[config.mk]
export PLATFORM = sky130hd
export DESIGN_NAME = ex_mem_skid_stage
export DESIGN_NICKNAME = d
export VERILOG_FILES = /design/src/rtl/ex_pkg.sv /design/src/rtl/br_cond_eval.sv /design/src/rtl/ex_mem_skid_stage.sv
export SDC_FILE = /design/constraint.sdc
export NUM_CORES = 1
export LEC_CHECK = 0
export ABC_AREA = 1
export ABC_CLOCK_PERIOD_IN_PS = 2450
export BUFFER_PORTS_ARGS = -buffer_cell sky130_fd_sc_hd__buf_4
export CORE_MARGIN = 2
export CORE_UTILIZATION = 50
export CTS_CLUSTER_SIZE = 20
export DETAILED_ROUTE_END_ITERATION = 12
export HOLD_SLACK_MARGIN = 0.12
export PLACE_DENSITY = 0.73
export SETUP_SLACK_MARGIN = 0.15
export SLEW_MARGIN = 10
export SYNTH_ARGS = -nofsm -noshare
export SYNTH_HDL_FRONTEND = slang
export SYNTH_HIERARCHICAL = 1
export SYNTH_SLANG_ARGS = --single-unit
[constraint.sdc]
create_clock -name clk -period 2.45 [get_ports clk]
set_input_delay 0.1225 -clock clk [delete_from_list [all_inputs] [get_ports clk]]
set_output_delay 0.1225 -clock clk [all_outputs]
set_load 0.01 [all_outputs]
[src/rtl/ex_pkg.sv]
// ----------------------------------------------------------------------------
// ex_pkg
// Shared definitions for the execute/memory boundary:
//   - conditional-branch funct3 encodings
//   - skid-stage state encodings
//   - width of the buffered instruction bundle
// No ports (package).
// ----------------------------------------------------------------------------
package ex_pkg;

    localparam int XLEN_DEF = 32;
    localparam int REGW_DEF = 5;

    // Branch funct3 encodings (RV32 conditional branches)
    localparam logic [2:0] BR_BEQ  = 3'b000;
    localparam logic [2:0] BR_BNE  = 3'b001;
    localparam logic [2:0] BR_BLT  = 3'b100;
    localparam logic [2:0] BR_BGE  = 3'b101;
    localparam logic [2:0] BR_BLTU = 3'b110;
    localparam logic [2:0] BR_BGEU = 3'b111;

    // Skid-stage occupancy states
    typedef enum logic [1:0] {
        ST_EMPTY = 2'b00,
        ST_ONE   = 2'b01,
        ST_FULL  = 2'b10
    } state_e;

    // Bundle = result + store data + branch target + rd + 3 control bits + taken
    function automatic int bundle_w(input int xlen, input int regw);
        return (3 * xlen) + regw + 4;
    endfunction

    localparam int BUNDLE_W = bundle_w(XLEN_DEF, REGW_DEF);

endpackage

[src/rtl/br_cond_eval.sv]
// ----------------------------------------------------------------------------
// br_cond_eval
// Combinational decode of a conditional-branch condition from ALU flags.
// Ports:
//   funct3_i  branch type
//   z_i, s_i, c_i, v_i  ALU flags (c_i=1 means no borrow, a>=b unsigned)
//   cond_o    condition true (unqualified by branch-enable)
// ----------------------------------------------------------------------------
module br_cond_eval
    import ex_pkg::*;
(
    input  logic [2:0] funct3_i,
    input  logic       z_i,
    input  logic       s_i,
    input  logic       c_i,
    input  logic       v_i,
    output logic       cond_o
);

    // Flag decode per branch type; reserved encodings never take
    always_comb begin
        cond_o = 1'b0;
        case (funct3_i)
            BR_BEQ:  cond_o = z_i;
            BR_BNE:  cond_o = ~z_i;
            BR_BLT:  cond_o = s_i ^ v_i;
            BR_BGE:  cond_o = ~(s_i ^ v_i);
            BR_BLTU: cond_o = ~c_i;
            BR_BGEU: cond_o = c_i;
            default: cond_o = 1'b0;
        endcase
    end

endmodule

[src/rtl/ex_mem_skid_stage.sv]
// ----------------------------------------------------------------------------
// ex_mem_skid_stage
// Execute-to-memory boundary register with a two-entry skid buffer (head M,
// skid S). in_ready is registered so memory back-pressure never reaches the
// execute stage combinationally. Branch outcome is resolved at capture.
//
// Ports:
//   clk, rst                 clock, synchronous active-high reset
//   in_valid / in_ready      execute-side handshake
//   alu_result, z,s,c,v      ALU result and flags
//   rd, reg_wr, mem_rd, mem_wr, store_data   control bundle
//   br_en, br_funct3, br_target              branch info
//   flush                    discard all buffered beats
//   out_valid / out_ready    memory-side handshake
//   out_*                    head-entry fields, out_br_taken resolved branch
//   prev_res                 last accepted alu_result
//
// Optional build macro EX_STALL_CNT_EN adds:
//   stall_cnt     cycles with in_valid & !in_ready
//   br_taken_cnt  taken branches delivered to the memory stage
// ----------------------------------------------------------------------------
module ex_mem_skid_stage
    import ex_pkg::*;
#(
    parameter int XLEN = 32,
    parameter int REGW = 5
) (
    input  logic            clk,
    input  logic            rst,
    input  logic            in_valid,
    output logic            in_ready,
    input  logic [XLEN-1:0] alu_result,
    input  logic            z,
    input  logic            s,
    input  logic            c,
    input  logic            v,
    input  logic [REGW-1:0] rd,
    input  logic            reg_wr,
    input  logic            mem_rd,
    input  logic            mem_wr,
    input  logic [XLEN-1:0] store_data,
    input  logic            br_en,
    input  logic [2:0]      br_funct3,
    input  logic [XLEN-1:0] br_target,
    input  logic            flush,
    output logic            out_valid,
    input  logic            out_ready,
    output logic [XLEN-1:0] out_result,
    output logic [XLEN-1:0] out_store_data,
    output logic [XLEN-1:0] out_br_target,
    output logic [REGW-1:0] out_rd,
    output logic            out_reg_wr,
    output logic            out_mem_rd,
    output logic            out_mem_wr,
    output logic            out_br_taken,
    output logic [XLEN-1:0] prev_res
`ifdef EX_STALL_CNT_EN
    ,
    output logic [31:0]     stall_cnt,
    output logic [31:0]     br_taken_cnt
`endif
);

    localparam int BW     = bundle_w(XLEN, REGW);
    // Bundle field offsets: {result, store_data, br_target, rd, reg_wr, mem_rd, mem_wr, taken}
    localparam int TK_B   = 0;
    localparam int MW_B   = 1;
    localparam int MR_B   = 2;
    localparam int RW_B   = 3;
    localparam int RD_LO  = 4;
    localparam int TGT_LO = RD_LO + REGW;
    localparam int SD_LO  = TGT_LO + XLEN;
    localparam int RES_LO = SD_LO + XLEN;

    state_e          state_q, state_d;
    logic [BW-1:0]   m_q, m_d;
    logic [BW-1:0]   s_q, s_d;
    logic            in_ready_q, in_ready_d;
    logic            out_valid_q, out_valid_d;
    logic            br_taken_q, br_taken_d;
    logic [XLEN-1:0] prev_res_q, prev_res_d;
    logic            cond_s;
    logic            accept_s;
    logic [BW-1:0]   in_bundle_s;

    br_cond_eval u_br_cond_eval (
        .funct3_i (br_funct3),
        .z_i      (z),
        .s_i      (s),
        .c_i      (c),
        .v_i      (v),
        .cond_o   (cond_s)
    );

    assign accept_s    = in_valid & in_ready_q & ~flush;
    assign in_bundle_s = {alu_result, store_data, br_target, rd,
                          reg_wr, mem_rd, mem_wr, br_en & cond_s};

    // Occupancy FSM next-state and entry moves; flush overrides everything
    always_comb begin
        state_d = state_q;
        m_d     = m_q;
        s_d     = s_q;
        if (flush) begin
            state_d = ST_EMPTY;
        end else begin
            case (state_q)
                ST_EMPTY: begin
                    if (accept_s) begin
                        state_d = ST_ONE;
                        m_d     = in_bundle_s;
                    end else begin
                        state_d = ST_EMPTY;
                    end
                end
                ST_ONE: begin
                    if (accept_s && out_ready) begin
                        state_d = ST_ONE;
                        m_d     = in_bundle_s;
                    end else if (accept_s) begin
                        state_d = ST_FULL;
                        s_d     = in_bundle_s;
                    end else if (out_ready) begin
                        state_d = ST_EMPTY;
                    end else begin
                        state_d = ST_ONE;
                    end
                end
                ST_FULL: begin
                    // in_ready is low here, so no accept can coincide with the drain
                    if (out_ready) begin
                        state_d = ST_ONE;
                        m_d     = s_q;
                    end else begin
                        state_d = ST_FULL;
                    end
                end
                default: begin
                    state_d = ST_EMPTY;
                end
            endcase
        end
    end

    // Registered handshake/status values derived from the next state
    always_comb begin
        in_ready_d  = (state_d != ST_FULL);
        out_valid_d = (state_d != ST_EMPTY);
        br_taken_d  = (state_d != ST_EMPTY) & m_d[TK_B];
        if (accept_s) begin
            prev_res_d = alu_result;
        end else begin
            prev_res_d = prev_res_q;
        end
    end

    // State, buffer entries and status registers
    always_ff @(posedge clk) begin
        if (rst) begin
            state_q     <= ST_EMPTY;
            m_q         <= {BW{1'b0}};
            s_q         <= {BW{1'b0}};
            in_ready_q  <= 1'b0;
            out_valid_q <= 1'b0;
            br_taken_q  <= 1'b0;
            prev_res_q  <= {XLEN{1'b0}};
        end else begin
            state_q     <= state_d;
            m_q         <= m_d;
            s_q         <= s_d;
            in_ready_q  <= in_ready_d;
            out_valid_q <= out_valid_d;
            br_taken_q  <= br_taken_d;
            prev_res_q  <= prev_res_d;
        end
    end

`ifdef EX_STALL_CNT_EN
    logic [31:0] stall_cnt_q;
    logic [31:0] br_taken_cnt_q;

    // Stall and delivered-taken-branch counters; cleared only by reset
    always_ff @(posedge clk) begin
        if (rst) begin
            stall_cnt_q    <= 32'd0;
            br_taken_cnt_q <= 32'd0;
        end else begin
            if (in_valid && !in_ready_q) begin
                stall_cnt_q <= stall_cnt_q + 32'd1;
            end else begin
                stall_cnt_q <= stall_cnt_q;
            end
            if (out_valid_q && out_ready && br_taken_q) begin
                br_taken_cnt_q <= br_taken_cnt_q + 32'd1;
            end else begin
                br_taken_cnt_q <= br_taken_cnt_q;
            end
        end
    end

    assign stall_cnt    = stall_cnt_q;
    assign br_taken_cnt = br_taken_cnt_q;
`endif

    assign in_ready       = in_ready_q;
    assign out_valid      = out_valid_q;
    assign out_br_taken   = br_taken_q;
    assign out_result     = m_q[RES_LO +: XLEN];
    assign out_store_data = m_q[SD_LO +: XLEN];
    assign out_br_target  = m_q[TGT_LO +: XLEN];
    assign out_rd         = m_q[RD_LO +: REGW];
    assign out_reg_wr     = m_q[RW_B];
    assign out_mem_rd     = m_q[MR_B];
    assign out_mem_wr     = m_q[MW_B];
    assign prev_res       = prev_res_q;

endmodule

Yosys cells after proc, flatten, opt, wreduce, memory -nomap -nowiden
Index checks and enable logic that the tools add are counted.
{ "op_classes": {"mux": 13, "n_reduce_logical": 7, "eq_ne": 11, "bitwise_logic": 10} }
{ "ops": {"columns": ["cell", "n"], "rows": [
  ["$mux 105", 3],
  ["$pmux 105 s3", 1],
  ["$eq 3x3->1 const B", 4],
  ["$mux 2", 4],
  ["$ne 2x2->1 const B", 4],
  ["$pmux 1 s6", 1],
  ["$pmux 2 s3", 1],
  ["$not 1->1", 5],
  ["$reduce_and 5->1", 1],
  ["$and 1x1->1", 4],
  ["$reduce_and 4->1", 1],
  ["$eq 3x1->1 const B", 1],
  ["$logic_not 3->1", 1],
  ["$mux 1", 3],
  ["$reduce_bool 3->1", 1],
  ["$eq 2x1->1 const B", 1],
  ["$eq 2x2->1 const B", 1],
  ["$logic_not 2->1", 1],
  ["$reduce_bool 2->1", 1],
  ["$logic_and 1x1->1", 1],
  ["$xor 1x1->1", 1]
]} }
{ "totals": {"regBits": 247, "wordCells": 49} }

Depth between registers and ports, before layout
Gate-level depths: netlist (run 1).
{ "logic_depth": {"ltp_word": 8, "mapped_depth": 13, "mapped_depth_nobuf": 11} }

Hierarchy
Netlist (run 1), hierarchy kept.
{ "by_module_without_submodules": {"columns": ["mod", "area_per_inst_um2", "instances", "cells_each"], "rows": [
  ["ex_mem_skid_stage", 11725.0, 1, 1766],
  ["br_cond_eval", 111.4, 1, 27]
]} }

Worst setup path before layout (run 1)
OpenSTA, ideal clock, no wires.
{ "synth_timing": {"kind": "flip-flop to flip-flop", "start": "reg in_ready_q (netlist: in_ready)", "end": "reg m_q[10]", "setup_slack_ps": 251, "arrival_ps": 2087, "path_stages_with_launch": 13, "n_path_buf": 4, "path_cell_list": "dfxtp_1 -> nand2_1 -> nor2_1 -> clkbuf_1 -> clkbuf_1 -> ha_1 -> nor2_1 -> inv_2 -> buf_2 -> buf_2 -> nand4_1 -> nor2_1 -> nor2_1"} }
{ "synth_via": {"elab_chain_len": 5, "elab_cells_between_ends": 6, "classes_between": "2 x eq/ne; 2 x bitwise; 2 x reduce/logical"} }
{ "synth_rtl": {"columns": ["element", "line", "rtl"], "rows": [
  ["start: declaration", "ex_mem_skid_stage.sv:78", "logic in_ready_q, in_ready_d;"],
  ["start signal: assignment", "ex_mem_skid_stage.sv:171", "in_ready_q <= in_ready_d;"],
  ["$and 1x1->1 * (2 in a row)", "ex_mem_skid_stage.sv:95", "assign accept_s = in_valid & in_ready_q & ~flush;"],
  ["$logic_and 1x1->1", "ex_mem_skid_stage.sv:117", "if (accept_s && out_ready) begin"],
  ["$ne 2x2->1 (no source line)", null, null],
  ["$reduce_and 5->1 (no source line) *", null, null],
  ["end signal: assignment", "ex_mem_skid_stage.sv:161", "m_q <= {BW{1'b0}};"],
  ["end signal: assignment", "ex_mem_skid_stage.sv:169", "m_q <= m_d;"],
  ["end: declaration", "ex_mem_skid_stage.sv:76", "logic [BW-1:0] m_q, m_d;"]
]} }
Mark *: on every way between the ends. The rest lies on a longest branch, timed or not.
A chain may end at the register's enable or synchronous reset.

Final worst setup path (run 1)
{ "layout_timing": {"start": "reg in_ready_q (netlist: in_ready)", "end": "reg state_q[1]"} }
{ "layout_via": {"elab_chain_len": 6, "elab_cells_between_ends": 7, "classes_between": "4 x mux; 2 x bitwise; 1 x reduce/logical"} }
{ "layout_rtl": {"columns": ["element", "line", "rtl"], "rows": [
  ["$and 1x1->1 * (2 in a row)", "ex_mem_skid_stage.sv:95", null],
  ["$mux 2 / $logic_and 1x1->1 (equally long branches)", "ex_mem_skid_stage.sv:120, ex_mem_skid_stage.sv:117", null],
  ["$mux 2 *", "ex_mem_skid_stage.sv:117", null],
  ["$pmux 2 s3 *", "ex_mem_skid_stage.sv:107", "case (state_q)"],
  ["$mux 2 *", "ex_mem_skid_stage.sv:104", "if (flush) begin"],
  ["end signal: assignment", "ex_mem_skid_stage.sv:168", "state_q <= state_d;"],
  ["end: declaration", "ex_mem_skid_stage.sv:75", "state_e state_q, state_d;"]
]} }
Marks and branches as above.

==> run_results.csv, run 1 <==
group,metric,value,unit
finish,multi_input_area,4760,um2
floorplan,die_h,158,um
finish,nFillCells,1987,
global_route,first_global_vias,10400,
finish,area_growth,28.2,%
logic_synthesis,synth_cells,1793,
power,power,0.00925,W
sta,maxSlewViolCount,0,
setup_path,r2r_slack,0.26,ns
power,powerDensity,610,nW/um2
setup_path,timing.rr.start,"in_ready$_SDFF_PP0_",
routing,dr.pass1.iters,5,
sta,relSlewSlack,0.473,
logic_synthesis,synth.area.top_cells,"dfxtp_1 (42%), nor2_1 (12%), nand2_1 (11%)",
setup_path,start_kind,"register",
global_route,grt.total_usage,0.251,
logic_synthesis,ys_seq_area_frac,0.418,
power,switching_share,0.246,
sta,setup_tns,0,ns
setup_path,path_cells,"nand2_1, nor2_4, buf_4, ha_1, nand2_1, nand2_1, nand2_1, nor2_1, dlygate4sd3_1",
logic_synthesis,yosys.area.top_type,"dfxtp_1",
finish,n_antenna_cell,0,
floorplan,io_pins,256,
sta,hold_violations,0,
logic_synthesis,synth_area_per_cell,6.60,um2
clocking,cts_tree,"yes",
sta,worstMarginPinSlew,0.790,ns
finish,fin_util,0.650,
sta,period_needed,2.19,ns
clocking,root_buffer,"clkbuf_16",
power,clock_power_share,0.424,
logic_synthesis,synth_edf_count,0,
sta,setup_viol,0,
hold_path,hold_depth,6,
hold_path,hold_end,"s_q[0]$_SDFFE_PP0P_",
routing,ant_nets,0,
floorplan,die_width,158,um
hold_path,hold_class,"input port to register",
clocking,clkSinkCount,247,
placement,gp_congestion,0.830,
power,p_int,0.00697,W
sta,post-route-period-util,0.894,
routing,drt-total-wl,32600,um
routing,dr.first_iter.drc_count,752,
job,drv_cap,0,
setup_path,slowest_stage,"dlygate4sd3_1",
setup_path,rr_worst_depth,9,
logic_synthesis,synth.distinct_cells,21,
routing,drc,0,
finish,final_cells,2323,
global_route,grt_max_degree,80,
finish,most-common-layout-cells,"nor2_1 (387), nand2_1 (345), buf_4 (266), dfxtp_1 (247), inv_1 (219)",
logic_synthesis,synth_seq_cells,247,
hold_path,hold_start,"z",
finish,layout-drive-gt1-share,0.168,
power,power.switching,0.00228,W
logic_synthesis,ys_warn_count,6,
setup_path,cp_data_arrival_time,2.65,ns
finish,seqCellArea,4940,um2
floorplan,die_area,24900,um2
clocking,ctsHtreeMaxLevel,1,
setup_path,reg2reg_to,"state_q[1]$_SDFF_PP0_",
placement,dp.final_hpwl,19600,um
setup_path,path_class,"register to register",
clocking,clock_latency,0.52,ns
setup_path,critPathMaxStageDelay,0.55,ns
logic_synthesis,async_reset_ff_frac,0,
placement,placed_cells,2169,
run_status,status,"completed",
power,p_leak,7.42,nW
logic_synthesis,synth_top_cell_area_share,0.418,
routing,wl_per_cell,14.0,um
routing,via_per_inst,4.90,
power,sequentialPowerShare,0.454,
routing,vias,11400,
sta,rsz0062_at_grt,"true",
finish,fin_nets,2106,
floorplan,core_area,23300,um2
setup_path,crit_family,"buffers and inverters",
clocking,cts-buffers-inserted,26,
global_route,gr-total-overflow,0,
sta,clock-skew-final,0.00994,ns
sta,max_freq,457,MHz
floorplan,rows,56,
logic_synthesis,syn_nets,1912,
floorplan,start_util,0.507,
setup_path,crit_path_max_fanout,65,
setup_path,critPathCaptureType,"register",
clocking,cts_setup_buffers,0,
sta,holdWs,0.155,ns
clocking,clkTransAtPathRegs,0.06,ns
global_route,grt_pass1_wl,51300,um
placement,numPortBuffers,255,
power,irDropWorstVdd,0.000453,V
setup_path,crit_buf_inv,2,
setup_path,path_common_cell,"nand2_1",
finish,final_common_cell,"nor2_1",
global_route,grt_antenna_before_repair,0,
setup_path,required,2.91,ns
logic_synthesis,synthFlopType,"dfxtp_1",
clocking,clockBufferDepth,3,
power,power_frac_comb,0.123,
logic_synthesis,mappedNetlistArea,11800,um2
## cell type report
cell class,count,share of cell area
multi-input combinational,1096,0.314
clock inverter,12,0.00759
timing repair buffer,388,0.221
clock buffer,33,0.0480
tap,319,0.0263
inverter,228,0.0573
sequential,247,0.326
## registers in the layout (all words and copies together) (netlist names)
signal,count
m_q,105
s_q,105
prev_res,32
state_q,2
in_ready,1
out_br_taken,1
out_valid,1
## cell families after synthesis
kind of cell	count (synthesis)	synth area share
AND/OR/NAND/NOR	849	0.294
buffers and inverters	450	0.182
flip-flops	247	0.418
AO/OA/AOI/OAI	245	0.104
adder cells (fa/ha/maj)	2	0.00211
## synth_stat cells (all sizes together), types with 2 or more instances
cell type  instances
a21oi            107
clkbuf            57
o21ai            137
ha                 2
nand2            347
inv              227
dfxtp            247
nand4            105
nor2             390
buf              165
nand3              6
## how the worst max path moves through the flow
| stage | from | endpoint | slack [ns] | cells after the start |
|---|---|---|---|---|
| final | in_ready$_SDFF_PP0_ | state_q[1]$_SDFF_PP0_ | 0.26 | 9 |
| after global placement | in_ready$_SDFF_PP0_ | s_q[95]$_SDFFE_PP0P_ | 0.36 | 9 |
| after floorplan | in_ready$_SDFF_PP0_ | m_q[10]$_SDFFE_PP0P_ | 0.25 | 12 |
| after CTS | in_ready$_SDFF_PP0_ | state_q[1]$_SDFF_PP0_ | 0.24 | 9 |
| after detailed placement | in_ready$_SDFF_PP0_ | s_q[97]$_SDFFE_PP0P_ | 0.29 | 9 |
| after global routing | in_ready$_SDFF_PP0_ | state_q[1]$_SDFF_PP0_ | 0.05 | 9 |
## through the flow
step	cell area (um2)	setup WS (ns)
final	15200	0.260
after global routing	15200	0.0516
after CTS	15100	0.243
after detailed placement	13200	0.287
after global placement	13200	0.363
after floorplan	11800	0.251
## repair_timing
action	CTS	global route
resized for setup	0	10
hold endpoints to repair	247	0
hold buffers	109	0
setup endpoints to repair	0	41
## tightest hold or removal path: stages
cell	delay [ns]
buf_4	0.09
nand2_1	0.04
nand3_1	0.05
nand4_1	0.09
nand2_1	0.14
a21oi_1	0.08
## metal layers
metal	global-route usage	share of wire	vias up
met5	0	0	-
met4	0.0758	0.022	0
met3	0.0479	0.075	56
met2	0.417	0.47	430
met1	0.331	0.44	5070
li1	-	-	5826
## power by group through the flow
stage / Clock [W] / Sequential [W] / Combinational [W]
final: 0.00392 / 0.00420 / 0.00114
after global routing: 0.00414 / 0.00421 / 0.00126
after CTS: 0.00398 / 0.00420 / 0.00113
after detailed placement: 0 / 0.00428 / 0.000984
after global placement: 0 / 0.00428 / 0.000974
after floorplan: 0 / 0.00428 / 0.000609
(Power assumes the default switching activity.)
==> run 2: changes to the inputs <==
--- a/config.mk
+++ b/config.mk
@@ -6,7 +6,7 @@
 export NUM_CORES = 1
 export LEC_CHECK = 0
 export ABC_AREA = 1
-export ABC_CLOCK_PERIOD_IN_PS = 2450
+export ABC_CLOCK_PERIOD_IN_PS = 2300
 export BUFFER_PORTS_ARGS = -buffer_cell sky130_fd_sc_hd__buf_4
 export CORE_MARGIN = 2
 export CORE_UTILIZATION = 50
==> constraint.sdc (replaced) <==
create_clock -name clk -period 2.3 [get_ports clk]
set_input_delay 0.115 -clock clk [delete_from_list [all_inputs] [get_ports clk]]
set_output_delay 0.115 -clock clk [all_outputs]
set_load 0.01 [all_outputs]
==> run 2 against run 1 <==
  * Clock-buffer cell count increased by 6
  * Maximum frequency up 6.6%
  * Critical endpoint is now s_q[71]$_SDFFE_PP0P_
  * Largest cell class unchanged
  * Flip-flop and latch count unchanged
  * Via count up 0.49%
  * Sequential power is 6.4% higher
  * Hold slack improved by 0.057 ns
==> run_results.csv, run 2 (synthesis gave the netlist of run 1 again) <==
group,metric,value,unit
global_route,grt_pass1_wl,52300,um
sta,worstMarginPinSlew,0.562,ns
global_route,grt_max_degree,179,
floorplan,start_util,0.507,
sta,hold_violations,0,
finish,most-common-layout-cells,"nor2_1 (387), nand2_1 (345), buf_4 (261), dfxtp_1 (247), inv_1 (219)",
sta,relSlewSlack,0.625,
setup_path,cp_data_arrival_time,2.51,ns
power,p_leak,7.40,nW
setup_path,crit_path_max_fanout,89,
global_route,grt.total_usage,0.257,
setup_path,critPathCaptureType,"register",
finish,final_common_cell,"nor2_1",
sta,setup_tns,0,ns
floorplan,core_area,23300,um2
clocking,clock_latency,0.53,ns
clocking,root_buffer,"clkbuf_16",
hold_path,hold_class,"input port to register",
placement,gp_congestion,0.861,
clocking,cts_tree,"yes",
clocking,cts-buffers-inserted,26,
run_status,status,"completed",
sta,maxSlewViolCount,0,
sta,rsz0062_at_grt,"true",
floorplan,io_pins,256,
clocking,clockBufferDepth,3,
finish,n_antenna_cell,0,
finish,layout-drive-gt1-share,0.166,
floorplan,die_h,158,um
job,drv_cap,0,
sta,fin_ws,0.246,ns
power,powerDensity,658,nW/um2
routing,drc,0,
placement,dp.final_hpwl,19000,um
routing,via_per_inst,4.93,
clocking,clkTransAtPathRegs,0.06,ns
power,irDropWorstVdd,0.000597,V
placement,preCtsSetupSlack,0.267,ns
routing,drt-total-wl,33700,um
sta,post-route-period-util,0.893,
sta,clock-skew-final,0.00665,ns
routing,wl_per_cell,14.5,um
routing,ant_nets,0,
finish,fin_nets,2101,
clocking,cts_setup_buffers,0,
sta,setup_viol,0,
clocking,ctsHtreeMaxLevel,1,
global_route,grt_antenna_before_repair,0,
global_route,gr-total-overflow,0,
finish,area_growth,27.9,%
setup_path,path_class,"register to register",
clocking,clkSinkCount,247,
sta,max_freq,487,MHz
setup_path,start_kind,"register",
sta,period_needed,2.05,ns
global_route,first_global_vias,10600,
floorplan,die_area,24900,um2
routing,vias,11400,
placement,numPortBuffers,255,
routing,dr.first_iter.drc_count,688,
setup_path,required,2.75,ns
routing,dr.pass1.iters,5,
floorplan,die_width,158,um
floorplan,rows,56,
## run 2: area by class of cell
class	count	area, um2
Clock buffer	39	821
Clock inverter	6	55.1
Fill cell	2058	8190
Inverter	228	870
Multi-Input combinational cell	1096	4760
Sequential cell	247	4940
Tap cell	319	399
Timing Repair Buffer	382	3290
Timing Repair inverter	1	7.51
## run 2: per-layer routing
metal,wire length (um),vias to the layer above,global-route usage
met1,14200,5117,0.321
met4,733,0,0.0710
li1,-,5814,-
met5,0,-,0
met2,15700,454,0.441
met3,3050,53,0.0630
## run 2: per-stage QoR
stage           util  power [W]  hold WS [ns]  instances  cell area (um2)
6_report       0.649    0.00996         0.212       2318            15100
5_1_grt        0.649     0.0103         0.306       2318            15100
4_1_cts        0.647     0.0100         0.196       2316            15100
3_5_place_dp   0.563    0.00560         0.338       2162            13100
3_3_place_gp   0.563    0.00559         0.337       2162            13100
2_1_floorplan      -    0.00521         0.184       1793            11800
## run 2: power by group
| part | internal [W] | switching, W |
|---|---|---|
| clock | 0.00255 | 0.00173 |
| sequential | 0.00440 | 0.0000697 |
| combinational | 0.000573 | 0.000631 |
| total | 0.00753 | 0.00243 |
## run 2: final timing paths
kind / start / to / slack [ns] / depth (start not counted)
worst max-delay path: in_ready$_SDFF_PP0_ / s_q[71]$_SDFFE_PP0P_ / 0.25 / 9
worst min-delay path: in_valid / state_q[0]$_SDFF_PP0_ / 0.21 / 5
worst max register to register: in_ready$_SDFF_PP0_ / s_q[71]$_SDFFE_PP0P_ / 0.25 / 9
worst min register to register: m_q[0]$_SDFF_PP0_ / m_q[0]$_SDFF_PP0_ / 0.47 / 2
## run 2: what timing repair did
action / 4_1_cts / 5_1_grt
gates resized for setup: 0 / 8
hold buffers: 109 / 0
endpoints found under the hold margin: 247 / 0
endpoints found under the setup margin: 0 / 176
## run 2: worst max-delay path, stage by stage (launching register included)
cell       delay (ns)
dfxtp_1          0.32
nand2_1          0.11
nor2_4           0.05
ha_1             0.18
nor2_1           0.21
inv_4            0.09
nor2_4           0.26
clkbuf_16        0.38
o21ai_0          0.15
a21oi_1          0.17
